==> config.mk <==
export PLATFORM = sky130hd
export DESIGN_NAME = key_conditioner
export DESIGN_NICKNAME = d
export VERILOG_FILES = /design/src/rtl/key_pkg.sv /design/src/rtl/key_channel.sv /design/src/rtl/key_conditioner.sv
export SDC_FILE = /design/constraint.sdc
export NUM_CORES = 1
export LEC_CHECK = 0
export CAP_MARGIN = 20
export CORE_MARGIN = 2
export CORE_UTILIZATION = 63
export DETAILED_ROUTE_END_ITERATION = 12
export DONT_BUFFER_PORTS = 1
export MAX_ROUTING_LAYER = met4
export PLACE_DENSITY = 0.83
export SLEW_MARGIN = 30
export SYNTH_ARGS = -nofsm -noshare
export SYNTH_HDL_FRONTEND = slang
export SYNTH_HIERARCHICAL = 1
export SYNTH_SLANG_ARGS = --single-unit
==> constraint.sdc <==
create_clock -name clock -period 3.95 [get_ports clock]
set_clock_uncertainty 0.15 [all_clocks]
set_input_delay 0.1975 -clock clock [delete_from_list [all_inputs] [get_ports clock]]
set_output_delay 0.1975 -clock clock [all_outputs]
set_load 0.05 [all_outputs]
==> src/rtl/key_pkg.sv <==
// key_pkg: shared FSM state type, default parameters and counter-width helper for key conditioning.
package key_pkg;

   typedef enum logic [1:0] {
      IDLE,
      PRESS_WAIT,
      HELD,
      REL_WAIT
   } key_state_t;

   localparam int DEF_NUM_KEYS       = 2;
   localparam int DEF_TICK_DIV       = 1024;
   localparam int DEF_DEBOUNCE_TICKS = 16;
   localparam int DEF_LONG_TICKS     = 512;
   localparam int DEF_REPEAT_TICKS   = 64;
   localparam int DEF_KEY_ACTIVE_LOW = 1;

   // Width able to hold 0..n; never below one bit so a disabled feature still elaborates.
   function automatic int cnt_width(input int n);
      return (n < 1) ? 1 : $clog2(n + 1);
   endfunction

endpackage

==> src/rtl/key_channel.sv <==
// key_channel: synchroniser, debounce/hold/repeat FSM and registered event pulses for one key.
module key_channel
   import key_pkg::*;
#(
   parameter int DEBOUNCE_TICKS = DEF_DEBOUNCE_TICKS,
   parameter int LONG_TICKS     = DEF_LONG_TICKS,
   parameter int REPEAT_TICKS   = DEF_REPEAT_TICKS,
   parameter int KEY_ACTIVE_LOW = DEF_KEY_ACTIVE_LOW
) (
   input  logic clock,
   input  logic reset,
   input  logic tick,
   input  logic key_in,
   output logic level,
   output logic down,
   output logic up,
   output logic rep
);

   localparam int DW = cnt_width(DEBOUNCE_TICKS);
   localparam int HW = cnt_width(LONG_TICKS);
   localparam int RW = cnt_width(REPEAT_TICKS);
   localparam logic [DW-1:0] D_LAST = DW'(DEBOUNCE_TICKS - 1);
   localparam logic [HW-1:0] H_MAX  = HW'(LONG_TICKS);
   localparam logic [HW-1:0] H_PRE  = HW'(LONG_TICKS - 1);
   localparam logic [RW-1:0] R_LAST = RW'(REPEAT_TICKS - 1);
   localparam logic          REL    = (KEY_ACTIVE_LOW != 0);

   logic [1:0]    sync;
   logic          p;
   key_state_t    state, state_n;
   logic [DW-1:0] dcnt, dcnt_n;
   logic [HW-1:0] hcnt, hcnt_n;
   logic [RW-1:0] rcnt, rcnt_n;
   logic          level_n, down_n, up_n, rep_n;

   assign p = REL ? ~sync[1] : sync[1];

   always_ff @(posedge clock) begin
      if (!reset) begin
         sync  <= {2{REL}};
         state <= IDLE;
         dcnt  <= '0;
         hcnt  <= '0;
         rcnt  <= '0;
         level <= 1'b0;
         down  <= 1'b0;
         up    <= 1'b0;
         rep   <= 1'b0;
      end else begin
         sync  <= {sync[0], key_in};
         state <= state_n;
         dcnt  <= dcnt_n;
         hcnt  <= hcnt_n;
         rcnt  <= rcnt_n;
         level <= level_n;
         down  <= down_n;
         up    <= up_n;
         rep   <= rep_n;
      end
   end

   always_comb begin
      state_n = state;
      case (state)
         IDLE:       state_n = p ? PRESS_WAIT : IDLE;
         PRESS_WAIT: state_n = !p ? IDLE : (tick && dcnt == D_LAST) ? HELD : PRESS_WAIT;
         HELD:       state_n = !p ? REL_WAIT : HELD;
         REL_WAIT:   state_n = p ? HELD : (tick && dcnt == D_LAST) ? IDLE : REL_WAIT;
         default:    state_n = IDLE;
      endcase
   end

   // A p==1 cycle in REL_WAIT leaves hcnt/rcnt untouched so release glitches keep the repeat cadence.
   always_comb begin
      dcnt_n  = dcnt;
      hcnt_n  = hcnt;
      rcnt_n  = rcnt;
      level_n = level;
      down_n  = 1'b0;
      up_n    = 1'b0;
      rep_n   = 1'b0;
      case (state)
         IDLE: dcnt_n = '0;
         PRESS_WAIT: begin
            if (!p) begin
               dcnt_n = '0;
            end else if (tick && dcnt == D_LAST) begin
               dcnt_n  = '0;
               hcnt_n  = '0;
               rcnt_n  = '0;
               level_n = 1'b1;
               down_n  = 1'b1;
            end else if (tick) begin
               dcnt_n = dcnt + 1'b1;
            end
         end
         HELD: begin
            if (!p) begin
               dcnt_n = '0;
            end else if (tick && hcnt != H_MAX) begin
               hcnt_n = hcnt + 1'b1;
               if (hcnt == H_PRE && REPEAT_TICKS != 0) begin
                  rep_n  = 1'b1;
                  rcnt_n = '0;
               end
            end else if (tick && REPEAT_TICKS != 0) begin
               rep_n  = (rcnt == R_LAST);
               rcnt_n = (rcnt == R_LAST) ? '0 : rcnt + 1'b1;
            end
         end
         REL_WAIT: begin
            if (!p && tick && dcnt == D_LAST) begin
               dcnt_n  = '0;
               level_n = 1'b0;
               up_n    = 1'b1;
            end else if (!p && tick) begin
               dcnt_n = dcnt + 1'b1;
            end
         end
         default: dcnt_n = '0;
      endcase
   end

endmodule

==> src/rtl/key_conditioner.sv <==
// key_conditioner: shared debounce prescaler feeding one independent conditioning channel per key.
module key_conditioner
   import key_pkg::*;
#(
   parameter int NUM_KEYS       = DEF_NUM_KEYS,
   parameter int TICK_DIV       = DEF_TICK_DIV,
   parameter int DEBOUNCE_TICKS = DEF_DEBOUNCE_TICKS,
   parameter int LONG_TICKS     = DEF_LONG_TICKS,
   parameter int REPEAT_TICKS   = DEF_REPEAT_TICKS,
   parameter int KEY_ACTIVE_LOW = DEF_KEY_ACTIVE_LOW
) (
   input  logic                clock,
   input  logic                reset,
   input  logic [NUM_KEYS-1:0] key_in,
   output logic [NUM_KEYS-1:0] key_level,
   output logic [NUM_KEYS-1:0] key_down,
   output logic [NUM_KEYS-1:0] key_up,
   output logic [NUM_KEYS-1:0] key_repeat
);

   localparam int TW = $clog2(TICK_DIV);
   localparam logic [TW-1:0] T_LAST = TW'(TICK_DIV - 1);

   logic [TW-1:0] pcnt;
   logic          tick;

   assign tick = (pcnt == T_LAST);

   always_ff @(posedge clock) begin
      if (!reset) pcnt <= '0;
      else        pcnt <= tick ? '0 : pcnt + 1'b1;
   end

   for (genvar k = 0; k < NUM_KEYS; k++) begin : g_ch
      key_channel #(
         .DEBOUNCE_TICKS(DEBOUNCE_TICKS),
         .LONG_TICKS    (LONG_TICKS),
         .REPEAT_TICKS  (REPEAT_TICKS),
         .KEY_ACTIVE_LOW(KEY_ACTIVE_LOW)
      ) u_ch (
         .clock (clock),
         .reset (reset),
         .tick  (tick),
         .key_in(key_in[k]),
         .level (key_level[k]),
         .down  (key_down[k]),
         .up    (key_up[k]),
         .rep   (key_repeat[k])
      );
   end

endmodule

Word-level counts from Yosys, hierarchy flattened
Index checks and enable logic that the tools add are counted.
{ "word_totals": {"inputBits": 4, "output_inout_bits": 8, "elab_cells": 167, "ff_bits": 70} }
{ "classes": {"muxes": 72, "eq_ne": 35, "n_reduce_logical": 29, "n_bitwise": 5, "addsub": 7} }
{ "op_table": {"columns": ["operator", "count"], "rows": [
  ["$mux 7", 14],
  ["$mux 10", 8],
  ["$mux 5", 12],
  ["$pmux 10 s2", 2],
  ["$pmux 5 s4", 2],
  ["$add 10x1->10 const B", 3],
  ["$pmux 7 s2", 2],
  ["$eq 10x9->1 const B", 2],
  ["$mux 1", 20],
  ["$ne 10x10->1 const B", 2],
  ["$mux 2", 8],
  ["$ne 2x1->1 const B", 8],
  ["$pmux 2 s4", 2],
  ["$add 7x1->7 const B", 2],
  ["$eq 7x6->1 const B", 2],
  ["$reduce_and 6->1", 2],
  ["$reduce_or 3->1", 4],
  ["$add 5x1->5 const B", 2],
  ["$eq 10x10->1 const B", 1],
  ["$eq 5x4->1 const B", 2],
  ["$reduce_and 5->1", 2],
  ["$ne 3x1->1 const B", 3],
  ["$eq 2x2->1 const B", 4],
  ["$logic_and 1x1->1", 8],
  ["other kinds (14)", 31]
]} }

Longest topological paths before layout
{ "depth": {"depth_word": 6, "ltp_mapped": 9, "ltp_nobuf": 8} }

Hierarchy
The synthesis kept the hierarchy.
{ "by_module_without_submodules": {"columns": ["module", "instances", "seq_area_each_um2", "area_per_inst_um2", "cells_per_inst"], "rows": [
  ["key_channel (g_ch[0].u_ch)", 1, 600.6, 1691.6, 195],
  ["key_channel (g_ch[1].u_ch)", 1, 600.6, 1581.5, 189],
  ["key_conditioner", 1, 200.2, 455.4, 52]
]} }

Worst setup path before layout
OpenSTA, ideal clock, no wires.
{ "synth_timing": {"kind": "register to register", "startpoint": "register pcnt[0]", "endpoint": "register g_ch[1].u_ch.rcnt[4]", "path_stages_with_launch": 9, "period_less_slack_ps": 3291, "arrival_ps": 3071, "setup_ps": 70, "path_buffers": 0, "slack_ps": 659, "required_ps": 3730, "path_cell_list": "dfxtp_1 > ha_1 > inv_1 > nor3_1 > nand2b_1 > nor2_2 > a221oi_2 > or4_1 > a21boi_1"} }
{ "synth_between": {"elab_chain_cells": 5, "word_cells_on_any_way": 10, "cone_classes": "4 x eq/ne; 3 x mux; 3 x reduce/logical"} }
{ "synth_rtl": {"columns": ["item", "line", "rtl"], "rows": [
  ["start, declared", "key_conditioner.sv:24", "logic [TW-1:0] pcnt;"],
  ["start signal, assigned", "key_conditioner.sv:31", "else pcnt <= tick ? '0 : pcnt + 1'b1;"],
  ["$eq 10x10->1 *", "key_conditioner.sv:27", "assign tick = (pcnt == T_LAST);"],
  ["net tick", "key_conditioner.sv:25", "logic tick;"],
  ["$logic_and 1x1->1", "key_channel.sv:101", "end else if (tick && hcnt != H_MAX) begin"],
  ["$mux 7", "key_channel.sv:101", null],
  ["$mux 7", "key_channel.sv:99", "if (!p) begin"],
  ["$pmux 7 s2", "key_channel.sv:83", "case (state)"],
  ["end signal, assigned", "key_channel.sv:55", "rcnt <= rcnt_n;"],
  ["end, declared", "key_channel.sv:34", "logic [RW-1:0] rcnt, rcnt_n;"]
]} }
Mark *: on every way through the listed nets, which the timed path passes. The rest lies on a longest branch. The select of a mux whose other input is x is not followed.
A chain may end at the register's enable or synchronous reset.

Worst setup path in the final report
Same ends and word-level chain as after synthesis.

==> results.ini <==
[sta]
finalHoldViolCount = 0
fin_setup_tns_ps = 0
tightest_slew_ps = 727
rsz0062_at_grt = false
slew_headroom_pct = 51.2
finalCriticalPeriod_ps = 2920
timing.fmax_mhz = 343
finalCritPeriodShare_pct = 73.8
setup_violations = 0
hold_ws_ps = 18.8
finalMaxSlewViolations = 0

[global_routing]
grt_overflow = 0
track_usage_pct = 25.0
grt_pass1_vias = 2856
antenna_found_initial = 0
grt_max_degree = 75
grt_pass1_wl_mm = 12.6

[routing]
wire_per_inst_um = 14.5
ant_nets = 0
drt_iter0_drc = 180
drt-total-wl_mm = 7.46
vias = 3156
routed_via_density = 6.12
drc = 0
first_pass_iters = 4

[critical_path]
path_max_fanout = 10
startpoint = pcnt[0]
arrival_ps = 3040
r2r-start = pcnt[0]
critical_path_required_ps = 4080
end_kind = flip-flop
startpoint_type = flip-flop
crit_type = reg2reg

[outcome]
status = finished, final reports clean

[job]
drv_cap = 0

[floorplan]
die_area_um2 = 6550
rows = 28
core_um2 = 5820
initial_core_util_pct = 64.1
io_pins = 12
die_w_um = 80.9
fp.dieH_um = 80.9

[finish]
area_delta_synth_final_pct = 8.69
diodes = 0
post-route-util_pct = 69.7
drive_gt1_share_pct = 10.9
num-nets-final = 451

[clocking]
clk_pin_slew_worst_paths_ps = 70
cts_root_buf = clkbuf_8
numCtsBuffers = 9
clock_sinks = 70
post-cts-setup-buffer-count = 0
insertion_delay_ps = 340
cts_buffer_depth = 2
cts_tree = built
cts_max_level = 3

[min_path]
min-delay-start = reset
hp-class = in2reg

[yosys]
yosys_warnings = 6
yosysUniqueCellTypes = 63
postSynthAreaPerCell_um2 = 8.55
synthArstFlopShare_pct = 0
syn-cell-area_um2 = 3730
synth-edff-count = 0
yosys_register_bits = 70
synth_nets = 451
synth_top_flop_cell = dfxtp_1
synth_cells = 436
yosysSeqAreaShare_pct = 37.6

[placed_design]
gp_congestion = 0.892
port_buffers = 0
dp_hpwl_mm = 5.03

[pwr]
ir_worst_vdd_v = 0.000273
leakage_nw = 1.41
fin_total_pwr_mw = 1.42
powerDensity_nw_per_um2 = 350

-- final timing paths --
check	to	slack, ps	depth (start not counted)
max	g_ch[1].u_ch/rcnt[4]	1030	8
min	g_ch[1].u_ch/sync[1]	20	2
min reg2reg	g_ch[0].u_ch/sync[1]	260	1
max reg2reg	g_ch[1].u_ch/rcnt[4]	1030	8
-- through the flow --
stage          std cells  worst slack [ps]  instance area (um^2)
2_1_floorplan        436               659                  3730
3_3_place_gp         497              1180                  3770
3_5_place_dp         497              1090                  3770
4_1_cts              516              1070                  4050
5_1_grt              516               802                  4050
6_report             516              1030                  4050
-- worst max-delay path, stage by stage (launching register included) --
cell	delay [ps]
dfxtp_1	400
ha_1	230
inv_1	130
nor3_2	520
nand2b_1	240
nor2_2	330
a221oi_2	180
or4_1	530
a21boi_1	140
-- cell usage in the layout (no fill, tap or decap), types with 4 or more instances in the layout --
cell type,count
inv_1,16
ha_1,11
xor2_1,4
nand4_1,6
nor3_1,13
and3_1,14
o21ai_0,20
nand2b_1,13
or2_2,4
o21a_1,12
clkbuf_8,11
or4_1,6
nand3_1,29
nor3_2,4
a21boi_1,8
a31oi_1,10
a21boi_0,9
dfxtp_1,70
nor2b_1,13
a21oi_1,14
o21ai_1,6
nor2_1,30
nand2_1,35
or3_1,8
o211ai_1,6
-- kinds of logic after synthesis --
kind of cell	count (synthesis)	share of synthesized area, %
muxes	3	0.805
adders and majority gates	15	4.80
buffers and inverters	31	3.29
xor gates and xnor gates	7	1.64
and+or+nand+nor	209	33.5
AOI/OAI and AO/OA	101	18.4
DFF	70	37.6
-- state kept, by name, indices dropped and copies added, names as in the netlist --
| signal | cells |
|---|---|
| g_ch.u_ch/up | 2 |
| g_ch.u_ch/hcnt | 20 |
| g_ch.u_ch/rep | 2 |
| g_ch.u_ch/state | 4 |
| g_ch.u_ch/rcnt | 14 |
| g_ch.u_ch/dcnt | 10 |
| pcnt | 10 |
| g_ch.u_ch/sync | 4 |
| g_ch.u_ch/down | 2 |
| g_ch.u_ch/level | 2 |
-- synthesized netlist by cell type (3+ instances only) --
library cell	instances	area share, %
nand3_1	29	3.9
o211ai_1	6	1.2
maj3_1	3	0.81
nand2_1	35	3.5
o21ai_0	21	2.8
nor3_1	14	1.9
nor2b_1	13	2.2
or2_2	4	0.67
nor2_1	30	3.0
o21ai_1	5	0.67
or3_1	8	1.3
xor2_1	4	0.94
a21oi_1	14	1.9
nor4_1	3	0.50
xnor2_1	3	0.70
a21boi_1	8	1.6
or4_1	6	1.2
clkbuf_1	10	1.0
and3_1	14	2.3
nor3_2	3	0.81
nand4_1	6	1.0
nand2b_1	13	2.2
dfxtp_1	70	38
buf_2	5	0.67
a31oi_1	10	1.7
o31ai_1	3	0.60
o21a_1	12	2.4
a21boi_0	9	1.8
a22oi_1	3	0.60
nand4b_1	3	0.70
mux2i_1	3	0.81
ha_1	11	3.7
inv_1	16	1.6
-- area by class of cell --
| class | instances | area [um^2] |
|---|---|---|
| clock buffer | 11 | 151 |
| multi-input combinational | 335 | 2210 |
| sequential | 70 | 1400 |
| clock inverter | 5 | 81.3 |
| tap | 75 | 93.8 |
| timing repair buffer | 4 | 55.1 |
| inverter | 16 | 60.1 |
| fill | 490 | 1760 |
-- power by group --
part	internal [mW]	leakage, nW	switching [mW]
Clock	0.390	0.116	0.268
Sequential	0.713	0.566	0.00904
Combinational	0.0169	0.726	0.0195
-- layer usage --
layer / up-vias / routed length, um / GRT usage [%]
met3: 10 / 276 / 6.44
met4: 0 / 104 / 9.15
met1: 1499 / 3440 / 30.8
met5: - / 0 / -
met2: 62 / 3640 / 39.7
li1: 1585 / - / -
-- timing repair --
| action | CTS | global route |
|---|---|---|
| resized for setup | 0 | 0 |
| hold buffers | 3 | 0 |
| hold endpoints to repair | 70 | 0 |
No activity file was read; power rests on OpenSTA's default activity.
